<file path="src/rtl/com_pkg.sv">
//------------------------------------------------------------------------------
// com_pkg
// Shared constants for the console read path: bag type codes, the TYPE marker
// nibble, default frame header bytes and the frame parser state encoding.
// Revision: 1.0
//------------------------------------------------------------------------------
`default_nettype none

package com_pkg;

  // Legal bag type codes carried in TYPE[3:0]
  localparam logic [3:0] BAG_LINK  = 4'h1;
  localparam logic [3:0] BAG_CONF  = 4'h5;
  localparam logic [3:0] BAG_WORK  = 4'h9;
  localparam logic [3:0] BAG_STOP  = 4'hD;

  // Required value of TYPE[7:4]
  localparam logic [3:0] TYPE_MARK = 4'h5;

  // Default frame header bytes
  localparam logic [7:0] HEAD0_DEF = 8'h55;
  localparam logic [7:0] HEAD1_DEF = 8'hAA;

  // Frame parser states
  typedef enum logic [3:0] {
    ST_IDLE = 4'd0,
    ST_HDR  = 4'd1,
    ST_TYPE = 4'd2,
    ST_LEN  = 4'd3,
    ST_DATA = 4'd4,
    ST_CSUM = 4'd5,
    ST_ERR  = 4'd6,
    ST_DONE = 4'd7,
    ST_WAIT = 4'd8
  } state_t;

  // True when the low nibble of TYPE is one of the defined bag codes
  function automatic logic is_bag(input logic [3:0] code);
    return (code == BAG_LINK) || (code == BAG_CONF) ||
           (code == BAG_WORK) || (code == BAG_STOP);
  endfunction

endpackage

`default_nettype wire

</file>
<file path="src/rtl/com_read_buf.sv">
//------------------------------------------------------------------------------
// com_read_buf
// BUF_DEPTH x 8 payload register file: synchronous write, asynchronous read.
// Contents are not reset.
// Revision: 1.0
//------------------------------------------------------------------------------
`default_nettype none

module com_read_buf #(
  parameter int BUF_DEPTH = 16,
  parameter int AW        = $clog2(BUF_DEPTH)
) (
  input  logic          clk,
  input  logic          we,
  input  logic [AW-1:0] waddr,
  input  logic [7:0]    wdata,
  input  logic [AW-1:0] raddr,
  output logic [7:0]    rdata
);

  logic [7:0] mem [BUF_DEPTH];

  // Payload byte write
  always_ff @(posedge clk) begin
    if (we) mem[waddr] <= wdata;
  end

  assign rdata = mem[raddr];

endmodule

`default_nettype wire

</file>
<file path="src/rtl/com_read_parse.sv">
//------------------------------------------------------------------------------
// com_read_parse
// Byte-stream frame parser: hunts for HEAD0/HEAD1, validates TYPE, LEN and the
// XOR checksum, buffers the payload and offers the frame to the console over
// the fs/fd four-phase handshake.
// Optional feature macro: COM_READ_TIMEOUT_EN (inter-byte timeout -> ERR).
// Revision: 1.0
//------------------------------------------------------------------------------
`default_nettype none

module com_read_parse
  import com_pkg::*;
#(
  parameter int         BUF_DEPTH = 16,
  parameter logic [7:0] HEAD0     = HEAD0_DEF,
  parameter logic [7:0] HEAD1     = HEAD1_DEF,
  parameter int         TIMEOUT   = 50000
) (
  input  logic                         clk,
  input  logic                         rst,
  input  logic [7:0]                   rx_data,
  input  logic                         rx_vld,
  output logic                         fs_com_read,
  input  logic                         fd_com_read,
  output logic [3:0]                   com_read_btype,
  output logic [7:0]                   com_read_len,
  input  logic [$clog2(BUF_DEPTH)-1:0] rd_addr,
  output logic [7:0]                   rd_data,
  output logic [7:0]                   err_cnt,
  output logic [7:0]                   drop_cnt
);

  localparam int         AW      = $clog2(BUF_DEPTH);
  localparam logic [7:0] MAX_LEN = 8'(BUF_DEPTH);

  state_t     state;
  state_t     state_nxt;
  logic [7:0] csum_acc;
  logic [7:0] len_lat;
  logic [7:0] idx;
  logic [3:0] btype_lat;
  logic       buf_we;
  logic       timeout;
  logic       type_ok;
  logic       csum_ok;
  logic       last_data;

  assign type_ok   = (rx_data[7:4] == TYPE_MARK) && is_bag(rx_data[3:0]);
  assign csum_ok   = (rx_data == csum_acc);
  assign last_data = ((idx + 8'd1) == len_lat);

`ifdef COM_READ_TIMEOUT_EN
  logic [31:0] tmo_cnt;
  logic        parsing;

  assign parsing = (state == ST_HDR) || (state == ST_TYPE) || (state == ST_LEN) ||
                   (state == ST_DATA) || (state == ST_CSUM);

  // Inter-byte idle counter, only live while a frame is partially received
  always_ff @(posedge clk or negedge rst) begin
    if (!rst)                  tmo_cnt <= '0;
    else if (!parsing || rx_vld) tmo_cnt <= '0;
    else                       tmo_cnt <= tmo_cnt + 32'd1;
  end

  assign timeout = parsing && !rx_vld && (tmo_cnt == 32'(TIMEOUT - 1));
`else
  // Feature compiled out: a partial frame waits indefinitely
  assign timeout = 1'b0 & (TIMEOUT == 0);
`endif

  // State register
  always_ff @(posedge clk or negedge rst) begin
    if (!rst) state <= ST_IDLE;
    else      state <= state_nxt;
  end

  // Next-state logic; a timeout overrides any hold in a parsing state
  always_comb begin
    state_nxt = state;
    case (state)
      ST_IDLE: if (rx_vld && rx_data == HEAD0) state_nxt = ST_HDR;
      ST_HDR: begin
        if (rx_vld) begin
          if (rx_data == HEAD1)      state_nxt = ST_TYPE;
          else if (rx_data == HEAD0) state_nxt = ST_HDR;
          else                       state_nxt = ST_IDLE;
        end
      end
      ST_TYPE: if (rx_vld) state_nxt = type_ok ? ST_LEN : ST_ERR;
      ST_LEN: begin
        if (rx_vld) begin
          if (rx_data > MAX_LEN)     state_nxt = ST_ERR;
          else if (rx_data == 8'd0)  state_nxt = ST_CSUM;
          else                       state_nxt = ST_DATA;
        end
      end
      ST_DATA: if (rx_vld && last_data) state_nxt = ST_CSUM;
      ST_CSUM: if (rx_vld) state_nxt = csum_ok ? ST_DONE : ST_ERR;
      ST_ERR:  state_nxt = ST_IDLE;
      ST_DONE: if (fd_com_read)  state_nxt = ST_WAIT;
      ST_WAIT: if (!fd_com_read) state_nxt = ST_IDLE;
      default: state_nxt = ST_IDLE;
    endcase
    if (timeout) state_nxt = ST_ERR;
  end

  // State-decoded outputs
  always_comb begin
    fs_com_read = (state == ST_DONE);
    buf_we      = (state == ST_DATA) && rx_vld;
  end

  // Frame datapath: type/length latches, running checksum, payload index
  always_ff @(posedge clk or negedge rst) begin
    if (!rst) begin
      csum_acc       <= '0;
      len_lat        <= '0;
      idx            <= '0;
      btype_lat      <= '0;
      com_read_btype <= '0;
      com_read_len   <= '0;
    end else if (rx_vld) begin
      case (state)
        ST_TYPE: begin
          btype_lat <= rx_data[3:0];
          csum_acc  <= rx_data;
        end
        ST_LEN: begin
          csum_acc <= csum_acc ^ rx_data;
          len_lat  <= rx_data;
          idx      <= '0;
        end
        ST_DATA: begin
          csum_acc <= csum_acc ^ rx_data;
          idx      <= idx + 8'd1;
        end
        ST_CSUM: begin
          if (csum_ok) begin
            com_read_btype <= btype_lat;
            com_read_len   <= len_lat;
          end
        end
        default: ;
      endcase
    end
  end

  // Saturating counters for rejected frames and bytes dropped in the handshake
  always_ff @(posedge clk or negedge rst) begin
    if (!rst) begin
      err_cnt  <= '0;
      drop_cnt <= '0;
    end else begin
      if (state == ST_ERR && err_cnt != 8'hFF) err_cnt <= err_cnt + 8'd1;
      if (rx_vld && (state == ST_DONE || state == ST_WAIT) && drop_cnt != 8'hFF)
        drop_cnt <= drop_cnt + 8'd1;
    end
  end

  com_read_buf #(
    .BUF_DEPTH (BUF_DEPTH),
    .AW        (AW)
  ) u_buf (
    .clk   (clk),
    .we    (buf_we),
    .waddr (idx[AW-1:0]),
    .wdata (rx_data),
    .raddr (rd_addr),
    .rdata (rd_data)
  );

endmodule

`default_nettype wire

</file>
<file path="config.mk">
export PLATFORM = sky130hd
export DESIGN_NAME = com_read_parse
export DESIGN_NICKNAME = d
export VERILOG_FILES = /design/src/rtl/com_pkg.sv /design/src/rtl/com_read_buf.sv /design/src/rtl/com_read_parse.sv
export SDC_FILE = /design/constraint.sdc
export NUM_CORES = 1
export LEC_CHECK = 0
export BUFFER_PORTS_ARGS = -buffer_cell sky130_fd_sc_hd__buf_2
export CORE_MARGIN = 2
export CORE_UTILIZATION = 39
export CTS_CLUSTER_SIZE = 40
export DETAILED_ROUTE_END_ITERATION = 6
export PLACE_DENSITY = 0.58
export SLEW_MARGIN = 20
export SYNTH_ARGS = -nofsm -noshare
export SYNTH_HDL_FRONTEND = slang
export SYNTH_SLANG_ARGS = --single-unit
</file>
<file path="constraint.sdc">
create_clock -name clk -period 2.7 [get_ports clk]
set_input_delay 0.27 -clock clk [delete_from_list [all_inputs] [get_ports clk]]
set_output_delay 0.27 -clock clk [all_outputs]
set_load 0.1 [all_outputs]
</file>
==> results of run 1 <==
## stage by stage
stage / worst slack, ns / instances / power (mW) / hold WS [ns]
6_report: 0.294 / 861 / 8.09 / -0.0270
5_1_grt: 0.135 / 861 / 8.47 / 0.0570
4_1_cts: 0.277 / 861 / 8.15 / 0.00538
3_5_place_dp: 0.383 / 829 / 5.74 / 0.467
3_3_place_gp: 0.381 / 829 / 5.69 / 0.446
2_1_floorplan: 0.0435 / 501 / 5.24 / -0.0256
## routing by layer
metal | track usage | vias up
met5 | 0 | -
met3 | 0.0298 | 14
met4 | 0.0481 | 0
met1 | 0.243 | 2378
li1 | - | 2104
met2 | 0.270 | 126
## sequential cells by signal, indices dropped and copies added, names as in the netlist
signal / cells
err_cnt: 8
csum_acc: 8
btype_lat: 4
idx: 8
drop_cnt: 8
com_read_btype: 4
len_lat: 8
state: 4
u_buf.mem: 128
com_read_len: 8
## cell usage in the layout, fill, tap and decap left out, types with 3 or more instances in the layout
cell,instances
edfxtp_1,128
nand4_1,5
and3_1,11
clkinvlp_4,3
clkbuf_16,17
buf_2,52
o21ai_0,12
dfrtp_1,60
mux2_2,18
mux4_2,40
nand2b_1,3
xnor2_1,17
a21oi_1,17
a311oi_1,5
mux2_1,7
nor3_1,6
nor4_1,4
mux2i_1,5
ha_1,6
nand3_1,9
and2_1,15
a31oi_1,3
nor2b_1,4
inv_8,6
nor2_1,18
xor2_1,13
buf_4,31
inv_1,5
nand2_1,27
## path summary, 6_finish.rpt
| path | slack (ns) | start | endpoint | depth (start not counted) |
|---|---|---|---|---|
| worst max register to register | 0.40 | idx[0] | state[0] | 7 |
| worst min register to register | 0.49 | btype_lat[2] | com_read_btype[2] | 1 |
| worst min-delay path | -0.03 | rst | com_read_btype[3] | 1 |
| min in group clk | 0.10 | fd_com_read | state[3] | 2 |
| worst max-delay path | 0.29 | u_buf.mem[14][0] | rd_data[0] | 3 |
| max in group asynchronous | 2.01 | rst | err_cnt[6] | 2 |
## cell type report
type | count | area [sq um]
fill | 1783 | 10900
sequential | 188 | 5350
multi-input combinational | 281 | 2630
timing repair buffer | 85 | 533
clock buffer | 18 | 429
tap | 270 | 338
clock inverter | 14 | 145
inverter | 5 | 18.8
## where the power goes
part | switching [mW] | internal, mW
sequential | 0.264 | 3.37
clock | 1.18 | 1.24
combinational | 1.37 | 0.675
## cells by family (layout without fill, tap and decap cells)
kind of cell	after synthesis	count (layout)	synth area share
XOR/XNOR	30	30	0.0323
buffers and inverters	32	122	0.0201
multiplexers	70	70	0.151
AND/OR/NAND/NOR	120	120	0.0818
AO/OA/AOI/OAI	55	55	0.0481
flip-flops	188	188	0.657
adder cells (fa/ha/maj)	6	6	0.00923
==> results summary, run 1 <==
Measured along the x axis, the die boundary spans 148 um. The worst slew margin relative to its limit is 0.386. The overall routing resource usage came out at 0.170.

The most common cell in the synthesized netlist is edfxtp_1. The post-route cell area came out at 9440 sq um. The accumulated negative setup slack came out at 0 ns. The leakage power is 3.61 nW. The number of vias after detailed routing came out at 4,622. TritonCTS built the clock tree. Buffers placed on the I/O ports in this run total 52. For this block, the routed nets add up to 17.7 mm of wire. Of all cell types, the one taking the most synthesized area is edfxtp_1. Across the routed clock network, the largest skew measured is 0.0111 ns.

Setup repair after global routing left no endpoint under its margin. The power density of the placed cells came out at 858 nW/um^2. The largest fanout on the critical path is 1.

The commonest cells after synthesis are 128 x edfxtp_1, 60 x dfrtp_1, 40 x mux4_2. The worst hold slack after final layout came out at -0.0270 ns. In this run the cell area of the synthesized design comes to 8140 sq um. The final max-slew violation count was 0. In the routed design, unresolved DRC markers number 0. Derived from the worst setup path, the maximum achievable clock frequency is 416 MHz. At the pin with the least slew margin, the transition time is 0.921 ns. The number of buffers inserted by post-CTS setup repair came out at 0.

The count of buffering cells on the critical path with inverters included is 1. For the finished layout, the period the worst path requires is 2.41 ns. For this run, the slowest stage of the critical path takes 0.52 ns. The initial antenna violation count came out at 0. The cell family contributing the most delay on the critical path is multiplexers. The post-cts gate resize count came out at 0. The classification of the worst-slack hold path is input port to async pin. The clock reaches the later pin of the worst-skew pair after 0.43 ns.

The first TritonRoute pass finished after 5 iterations. The total routed wire length on the met1 layer came out at 8.28 mm. The post-route core utilization came out at 0.463. The worst endpoint data arrival time is 2.14 ns. In this run, synthesis inferred 128 flip-flops with an integrated enable. The number of buffers added to fix hold violations after cts is 0.

Sorting the synthesized cells by area gives the leading types as edfxtp_1 47%, dfrtp_1 18%, mux4_2 11%. Of the synthesized area, sequential elements account for 0.657. The critical path class is flip-flop to primary output. The via count of the first global-routing pass is 4,779. The count of yosys warnings during synthesis came out at 0. For this run, the leading register cell type out of synthesis is edfxtp_1. The largest net degree at the start of global routing is 42.

Summed over all nets, wire length on met3 after detailed routing comes to 752 um. After clock tree synthesis, the clock-pin slew on the worst setup and hold paths is 0.07 ns. The flow ran to the end, but the final reports show violations. The number of buffers added by the clock tree synthesis step came out at 17. The maximum vdd ir drop is 0.954 mV.

The ratio of cells with drive above 1 in the final layout came out at 0.313. The count of boundary I/O pins is 53. The overall overflow remaining after global route is 0.

The critical path goes through mux4_2 -> mux4_2 -> buf_2. The number of placement rows is 52. The die boundary height came out at 148 um. STA classifies the critical path endpoint as a primary output.

The wire length of the first global-routing pass is 28.0 mm. The initial utilization of the core area, before any placement, comes to 0.400. Yosys mapped the design onto 58 distinct sky130hd cell types. The required time reported for the critical path endpoint came out at 2.43 ns. The share of the synthesized area in the top cell type came out at 0.472. The floorplan die area came out at 22,000 sq um.

The cell area after placement came out at 8860 sq um. The synthesized instance count is 501. The final reports fail on hold timing. The placeable core region came out at 20,400 sq um.

Relative to the synthesized area, the layout overhead comes to 16.0%. The CTS H-tree depth came out at 4. The CTS root buffer is clkbuf_16. The remaining antenna violation count after routing came out at 0. The synthesized area per cell is 16.2 sq um. In this design, the critical path's most frequently occurring cell is mux4_2. The average routed wire per standard cell is 20.6 um. The routed design uses 8.43 mm of met2 wire.

The number of hold violations in the final report came out at 39. The fraction of the cycle the final worst path needs came out at 0.891. Across the run, the number of max-cap violations was 0.

The wire-length estimate of the detail-placed layout is 11.7 mm. The total of endpoints with negative setup slack in the final report came out at 0. The critical path's slowest cell is mux4_2. The number of buffers between clock root and the deepest sink came out at 2. The net count after synthesis is 523.

The number of antenna diodes in the final layout is 0. The net total in the final layout is 600. The fraction of synthesis flops using an asynchronous set or reset pin is 0.319. For this design, the sink count on the clock tree is 188. At the end of routability-driven placement, the weighted congestion stood at 0.822. The number of storage elements in the synthesis netlist is 188. The worst setup path is launched from a flip-flop. The first routing iteration left 354 violations. The number of vias per cell after detailed routing came out at 5.37.

The highest routing layer actually used is met4.
No activity file was read; power rests on OpenSTA's default activity.
==> inputs of run 2 (changes only) <==
--- a/config.mk
+++ b/config.mk
@@ -10,7 +10,9 @@
 export CORE_UTILIZATION = 39
 export CTS_CLUSTER_SIZE = 40
 export DETAILED_ROUTE_END_ITERATION = 6
+export MAX_ROUTING_LAYER = met4
 export PLACE_DENSITY = 0.58
+export SKIP_CTS_REPAIR_TIMING = 1
 export SLEW_MARGIN = 20
 export SYNTH_ARGS = -nofsm -noshare
 export SYNTH_HDL_FRONTEND = slang
==> run 2 against run 1 <==
Net effect: the run still ends with hold timing left; routed wire length about the same; fmax about the same; non-clock buffer count unchanged; utilization unchanged; sequential share of layout area unchanged; design area unchanged; via count increased by 0.13%; setup slack got worse by 0.0021 ns; clock-buffer cell count unchanged; critical path type unchanged; critical endpoint unchanged; largest cell class unchanged; largest power group unchanged.
==> results summary, run 2 (synthesis results as in run 1) <==
The end of the worst register-to-register path was state[0] (unchanged). The number of DRC violations after detailed routing is 0 (unchanged). The count of boundary I/O pins came out at 53 (unchanged). The leakage power came out at 3.61 nW (unchanged). The most common library cell in the layout ignoring fill and taps is edfxtp_1 (unchanged). The endpoint kind of the worst setup timing path was a primary output (unchanged). The total of endpoints with negative setup slack in the final report is 0 (unchanged). The final max-slew violation count came out at 0 (unchanged). The initial antenna violation count came out at 0 (unchanged). The CTS H-tree depth came out at 4 (unchanged). The number of buffers between clock root and the deepest sink is 2 (unchanged). The number of placement rows is 52 (unchanged). The worst setup skew after layout is 0.0115 ns (was 0.0111 ns).

The weighted congestion reported at the end of routability-driven placement was 0.834 (was 0.822). The number of hold violations in the final report is 39 (unchanged). The via count of the first global-routing pass came out at 4,777 (was 4,779). The clock sink count is 188 (unchanged).

The largest net degree at the start of global routing came out at 42 (unchanged). The proportion of power drawn by combinational gates came out at 0.252 (about the same). Status: complete, but fails checks (unchanged).

The reg2reg setup slack came to 0.41 ns (was 0.40 ns). The total iterations of the first detailed-routing run is 5 (unchanged). The count of input and output buffers was 52 (unchanged). The number of flip-flops in the largest register was 128 (unchanged). The switching portion of total power is 0.348 (was 0.347). The startpoint of the most critical register-to-register path is idx[0] (unchanged). The number of vias after detailed routing is 4,628 (was 4,622).

The final-layout fill cell count came out at 1,783 (unchanged). The overall routing resource usage was 0.176 (was 0.170). The wire length of the first global-routing pass came out at 28.0 mm (about the same). The clock period minus final worst setup slack is 2.41 ns (about the same). The register with the highest flop count was u_buf.mem (unchanged).

The max-cap violation count came to 0 (unchanged). The floorplan die area came out at 22,000 sq um (unchanged). The fraction of the cycle the final worst path needs is 0.892 (was 0.891). The kind of launch point of the worst setup path is a flip-flop (unchanged). The required time reported for the critical path endpoint came out at 2.43 ns (about the same).

The average routed wire per standard cell is 20.6 um (about the same). The die boundary height is 148 um (unchanged). The number of buffers added by the clock tree synthesis step is 17 (unchanged). The cell depth of the worst flop-to-flop path came out at 7 (unchanged). The classification of the worst-slack hold path was input port to async pin (unchanged). The overall overflow remaining after global route is 0 (unchanged). The number of vias per cell after detailed routing came out at 5.38 (was 5.37).

The placeable core region came out at 20,400 sq um (unchanged). The transition time at the pin with the least slew margin is 0.910 ns (was 0.921 ns). The CTS root buffer was clkbuf_16 (unchanged). The internal power came out at 5.28 mW (about the same).

The antenna diode count is 0 (unchanged). The post-route core utilization came to 0.463 (unchanged). The power density of the placed cells came out at 858 nW/um^2 (about the same). The clock power share came out at 0.299 (was 0.298).

The CTS tree is done (unchanged). The remaining antenna violation count after routing is 0 (unchanged). The width of the die is 148 um (unchanged).

The initial core utilization came out at 0.400 (unchanged). The sequential fraction of design power came out at 0.449 (about the same). The post-detailed-routing wire length came out at 17.7 mm (about the same). Violations in the final reports: hold timing (unchanged).

The net total in the final layout came out at 600 (unchanged). The largest fanout on the critical path came out at 1 (unchanged). Unrepaired setup endpoints after global routing: false (unchanged).

The count of routing violations after the opening detailed-route iteration came out at 336 (was 354). The net switching power figure is 2.81 mW (about the same). The achievable frequency is 415 MHz (was 416 MHz). The accumulated negative setup slack came out at 0 ns (unchanged). The worst endpoint data arrival time came to 2.14 ns (about the same). The worst slew margin relative to its limit came out at 0.393 (was 0.386).

The ratio of cells with drive above 1 in the final layout is 0.313 (unchanged). The synthesis-to-layout area growth came out at 16.0% (unchanged). The clock-pin slew on the worst setup and hold paths was 0.07 ns (about the same). The maximum vdd ir drop was 0.955 mV (was 0.954 mV).

The worst hold slack after final layout came out at -0.0304 ns (was -0.0270 ns). Most frequent cells in the layout: 128 x edfxtp_1, 60 x dfrtp_1, 52 x buf_2 (unchanged). The critical path class is flip-flop to primary output (unchanged). The placed wire-length estimate after detailed placement is 11.7 mm (unchanged). The latest clock arrival within the worst-skew pair came out at 0.43 ns (about the same).
==> run 2: area by class of cell <==
cell class / count / area, sq um / area share
inverter: 5 / 18.8 / 0.00199
tap: 270 / 338 / 0.0358
clock inverter: 14 / 145 / 0.0154
multi-input combinational: 281 / 2630 / 0.278
sequential: 188 / 5350 / 0.566
clock buffer: 18 / 429 / 0.0455
timing repair buffer: 85 / 533 / 0.0565
==> run 2: worst max path at each step <==
stage                     slack [ns]              from  cells after the start           to
after floorplan                 0.04          state[3]                      6  drop_cnt[7]
after global placement          0.38        rd_addr[0]                      5   rd_data[7]
after detailed placement        0.38        rd_addr[0]                      5   rd_data[7]
after CTS                       0.28  u_buf.mem[14][0]                      3   rd_data[0]
after global routing            0.12          state[2]                      6  csum_acc[2]
final                           0.29  u_buf.mem[14][0]                      3   rd_data[0]
==> run 2: metrics by stage <==
step	std cells	hold slack (ns)	cell area [sq um]	power [mW]	setup slack (ns)
after floorplan	501	-0.0256	8140	5.24	0.0435
after global placement	829	0.446	8860	5.69	0.381
after detailed placement	829	0.467	8860	5.74	0.383
after CTS	861	0.00538	9440	8.15	0.277
after global routing	861	0.0570	9440	8.47	0.125
final	861	-0.0304	9440	8.10	0.292
==> run 2: critical path, stage by stage, from the launching register on <==
cell,delay [ns]
edfxtp_1,0.40
mux4_2,0.47
mux4_2,0.53
buf_2,0.32
==> run 2: metal layers <==
| metal | GRT usage | wire length (um) |
|---|---|---|
| met1 | 0.245 | 8280 |
| met2 | 0.270 | 8490 |
| met3 | 0.0291 | 718 |
| met4 | 0.0481 | 212 |
| met5 | - | 0 |
==> run 2: power by group through the flow <==
stage / Combinational, mW / Clock [mW] / Sequential [mW]
global placement: 2.01 / 0 / 3.68
global route: 2.21 / 2.58 / 3.68
floorplan: 1.22 / 0 / 4.02
finish: 2.04 / 2.42 / 3.64
detailed placement: 2.05 / 0 / 3.69
CTS: 2.05 / 2.46 / 3.63
==> inputs of run 3 (changes only) <==
--- a/config.mk
+++ b/config.mk
@@ -10,6 +10,7 @@
 export CORE_UTILIZATION = 39
 export CTS_CLUSTER_SIZE = 40
 export DETAILED_ROUTE_END_ITERATION = 6
+export HOLD_SLACK_MARGIN = 0.08
 export MAX_ROUTING_LAYER = met4
 export PLACE_DENSITY = 0.58
 export SKIP_CTS_REPAIR_TIMING = 1
==> constraint.sdc (replaced) <==
create_clock -name clk -period 2.6 [get_ports clk]
set_input_delay 0.26 -clock clk [delete_from_list [all_inputs] [get_ports clk]]
set_output_delay 0.26 -clock clk [all_outputs]
set_load 0.1 [all_outputs]
==> run 3 against run 2 <==
Net effect: the run now ends clean; critical path depth unchanged; sequential power increased by 4%; flip-flop and latch count unchanged; sequential share of layout area decreased by 0.090 points; power increased by 5.6%; critical endpoint unchanged; setup slack got worse by 0.074 ns; clock power increased by 8.3%; clock-buffer cell count decreased by 1; clock skew about the same.
==> results summary, run 3 (synthesis results as in run 1) <==
Status: complete, no violations (was complete, but fails checks). The number of flip-flops in the largest register is 128 (unchanged). The number of vias after detailed routing is 4,655 (was 4,628). The via count of the first global-routing pass came out at 4,747 (was 4,777).

The net total in the final layout is 597 (was 600). The reg2reg setup slack came out at 0.24 ns (was 0.41 ns). For hold timing, the worst endpoint is state[3]. The total iterations of the first detailed-routing run came out at 4 (was 5). The classification of the worst-slack hold path was input port to flip-flop (was input port to async pin). The latest clock arrival within the worst-skew pair came to 0.43 ns (about the same).

The synthesis-to-layout area growth came out at 16.2% (was 16.0%). The cell depth of the worst flop-to-flop path came out at 7 (unchanged). The post-detailed-routing wire length came out at 18.2 mm (was 17.7 mm). Most frequent cells in the layout: 128 x edfxtp_1, 60 x dfrtp_1, 52 x buf_2 (unchanged). The clock period minus final worst setup slack came out at 2.38 ns. The ratio of cells with drive above 1 in the final layout is 0.320 (was 0.313). The weighted congestion reported at the end of routability-driven placement came to 0.834 (about the same).

The number of buffers added by the clock tree synthesis step is 17 (unchanged). The required time reported for the critical path endpoint came out at 2.34 ns (was 2.43 ns). The CTS tree was done (unchanged). The wire length of the first global-routing pass came to 28.4 mm (was 28.0 mm).

The worst slew margin relative to its limit is 0.577 (was 0.393). The launch instance of the worst min-delay path is fd_com_read. The floorplan die area came to 22,000 sq um (unchanged).

The largest net degree at the start of global routing came out at 33 (was 42). The die boundary height came out at 148 um (unchanged). The number of vias per cell after detailed routing came out at 5.43 (was 5.38). The initial core utilization came to 0.400 (unchanged). The power density of the placed cells is 905 nW/um^2 (was 858 nW/um^2). The accumulated negative setup slack came to 0 ns (unchanged). The width of the die was 148 um (unchanged). The CTS H-tree depth is 4 (unchanged). The endpoint kind of the worst setup timing path is a primary output (unchanged). The register with the highest flop count was u_buf.mem (unchanged). The clock sink count came out at 188 (unchanged). The average routed wire per standard cell came out at 21.2 um (was 20.6 um). The number of buffers between clock root and the deepest sink came out at 2 (unchanged). The max-cap violation count came to 0 (unchanged).

The initial antenna violation count is 0 (unchanged). The end of the worst register-to-register path is state[0] (unchanged). The CTS root buffer was clkbuf_16 (unchanged).

The transition time at the pin with the least slew margin came out at 0.635 ns (was 0.910 ns). The number of DRC violations after detailed routing came out at 0 (unchanged). The largest fanout on the critical path is 1 (unchanged). The count of input and output buffers is 52 (unchanged). The worst endpoint data arrival time is 2.12 ns (was 2.14 ns). The most common library cell in the layout ignoring fill and taps is edfxtp_1 (unchanged). The critical path class is flip-flop to primary output (unchanged).

Unrepaired setup endpoints after global routing: false (unchanged). The number of hold violations in the final report is 0 (was 39). The count of boundary I/O pins was 53 (unchanged). The placed wire-length estimate after detailed placement came out at 12.4 mm (was 11.7 mm).

The number of instances on the worst hold path came out at 2. The number of placement rows was 52 (unchanged). The worst setup skew after layout came out at 0.0118 ns (was 0.0115 ns). The antenna diode count came to 0 (unchanged).

The post-route cell area came out at 9450 sq um (was 9440 sq um). The fraction of the cycle the final worst path needs is 0.916. The kind of launch point of the worst setup path is a flip-flop (unchanged).

The placeable core region is 20,400 sq um (unchanged). The final max-slew violation count is 0 (unchanged). The startpoint of the most critical register-to-register path is idx[0] (unchanged). The achievable frequency is 420 MHz. The total of endpoints with negative setup slack in the final report came out at 0 (unchanged). The overall routing resource usage is 0.180 (was 0.176). The count of routing violations after the opening detailed-route iteration is 394 (was 336).

The overall overflow remaining after global route came out at 0 (unchanged). The remaining antenna violation count after routing is 0 (unchanged). The clock-pin slew on the worst setup and hold paths came out at 0.07 ns (about the same). The cell area after placement is 8830 sq um (was 8860 sq um). The maximum vdd ir drop came out at 0.891 mV (was 0.955 mV). The leakage power is 3.61 nW (about the same).
==> run 3: metrics by stage <==
stage	cells	hold WS (ns)	setup slack [ns]	total power, mW	utilization
floorplan	501	-0.0356	0.291	5.44	-
global placement	825	0.262	0.244	5.94	0.434
CTS	857	-0.194	0.0616	8.61	0.463
finish	858	0.106	0.218	8.55	0.464
detailed placement	825	0.278	0.0678	6.00	0.434
global route	858	0.108	0.0664	8.93	0.464
==> run 3: where the power goes <==
part | internal (mW) | switching, mW
clock | 1.37 | 1.24
combinational | 0.724 | 1.43
sequential | 3.50 | 0.276
total | 5.60 | 2.95
==> run 3: cell type report <==
type	instances	area, sq um
Clock buffer	17	425
Clock inverter	15	171
Fill cell	1775	10900
Inverter	5	18.8
Multi-Input combinational cell	281	2640
Sequential cell	188	5350
Tap cell	270	338
Timing Repair Buffer	82	513
==> run 3: critical path, stage by stage, from the launching register on <==
cell and delay [ns]:
edfxtp_1 0.39, mux4_2 0.49, mux4_2 0.49, buf_2 0.31
==> run 3: metal layers <==
layer  vias up  wire length (um)  GRT usage
met5         -                 0          -
met4         0               193     0.0448
met3        10               917     0.0380
met2       127              8860      0.279
met1      2423              8210      0.245
li1       2095                 -          -
==> run 3: worst max path at each step <==
| stage | to | start | depth (start not counted) | slack, ns |
|---|---|---|---|---|
| after floorplan | rd_data[0] | rd_addr[0] | 4 | 0.29 |
| after global placement | u_buf.mem[9][5] | state[2] | 4 | 0.24 |
| after detailed placement | csum_acc[6] | state[2] | 7 | 0.07 |
| after CTS | csum_acc[6] | state[2] | 7 | 0.06 |
| after global routing | state[0] | idx[0] | 7 | 0.07 |
| final | rd_data[0] | u_buf.mem[3][0] | 3 | 0.22 |
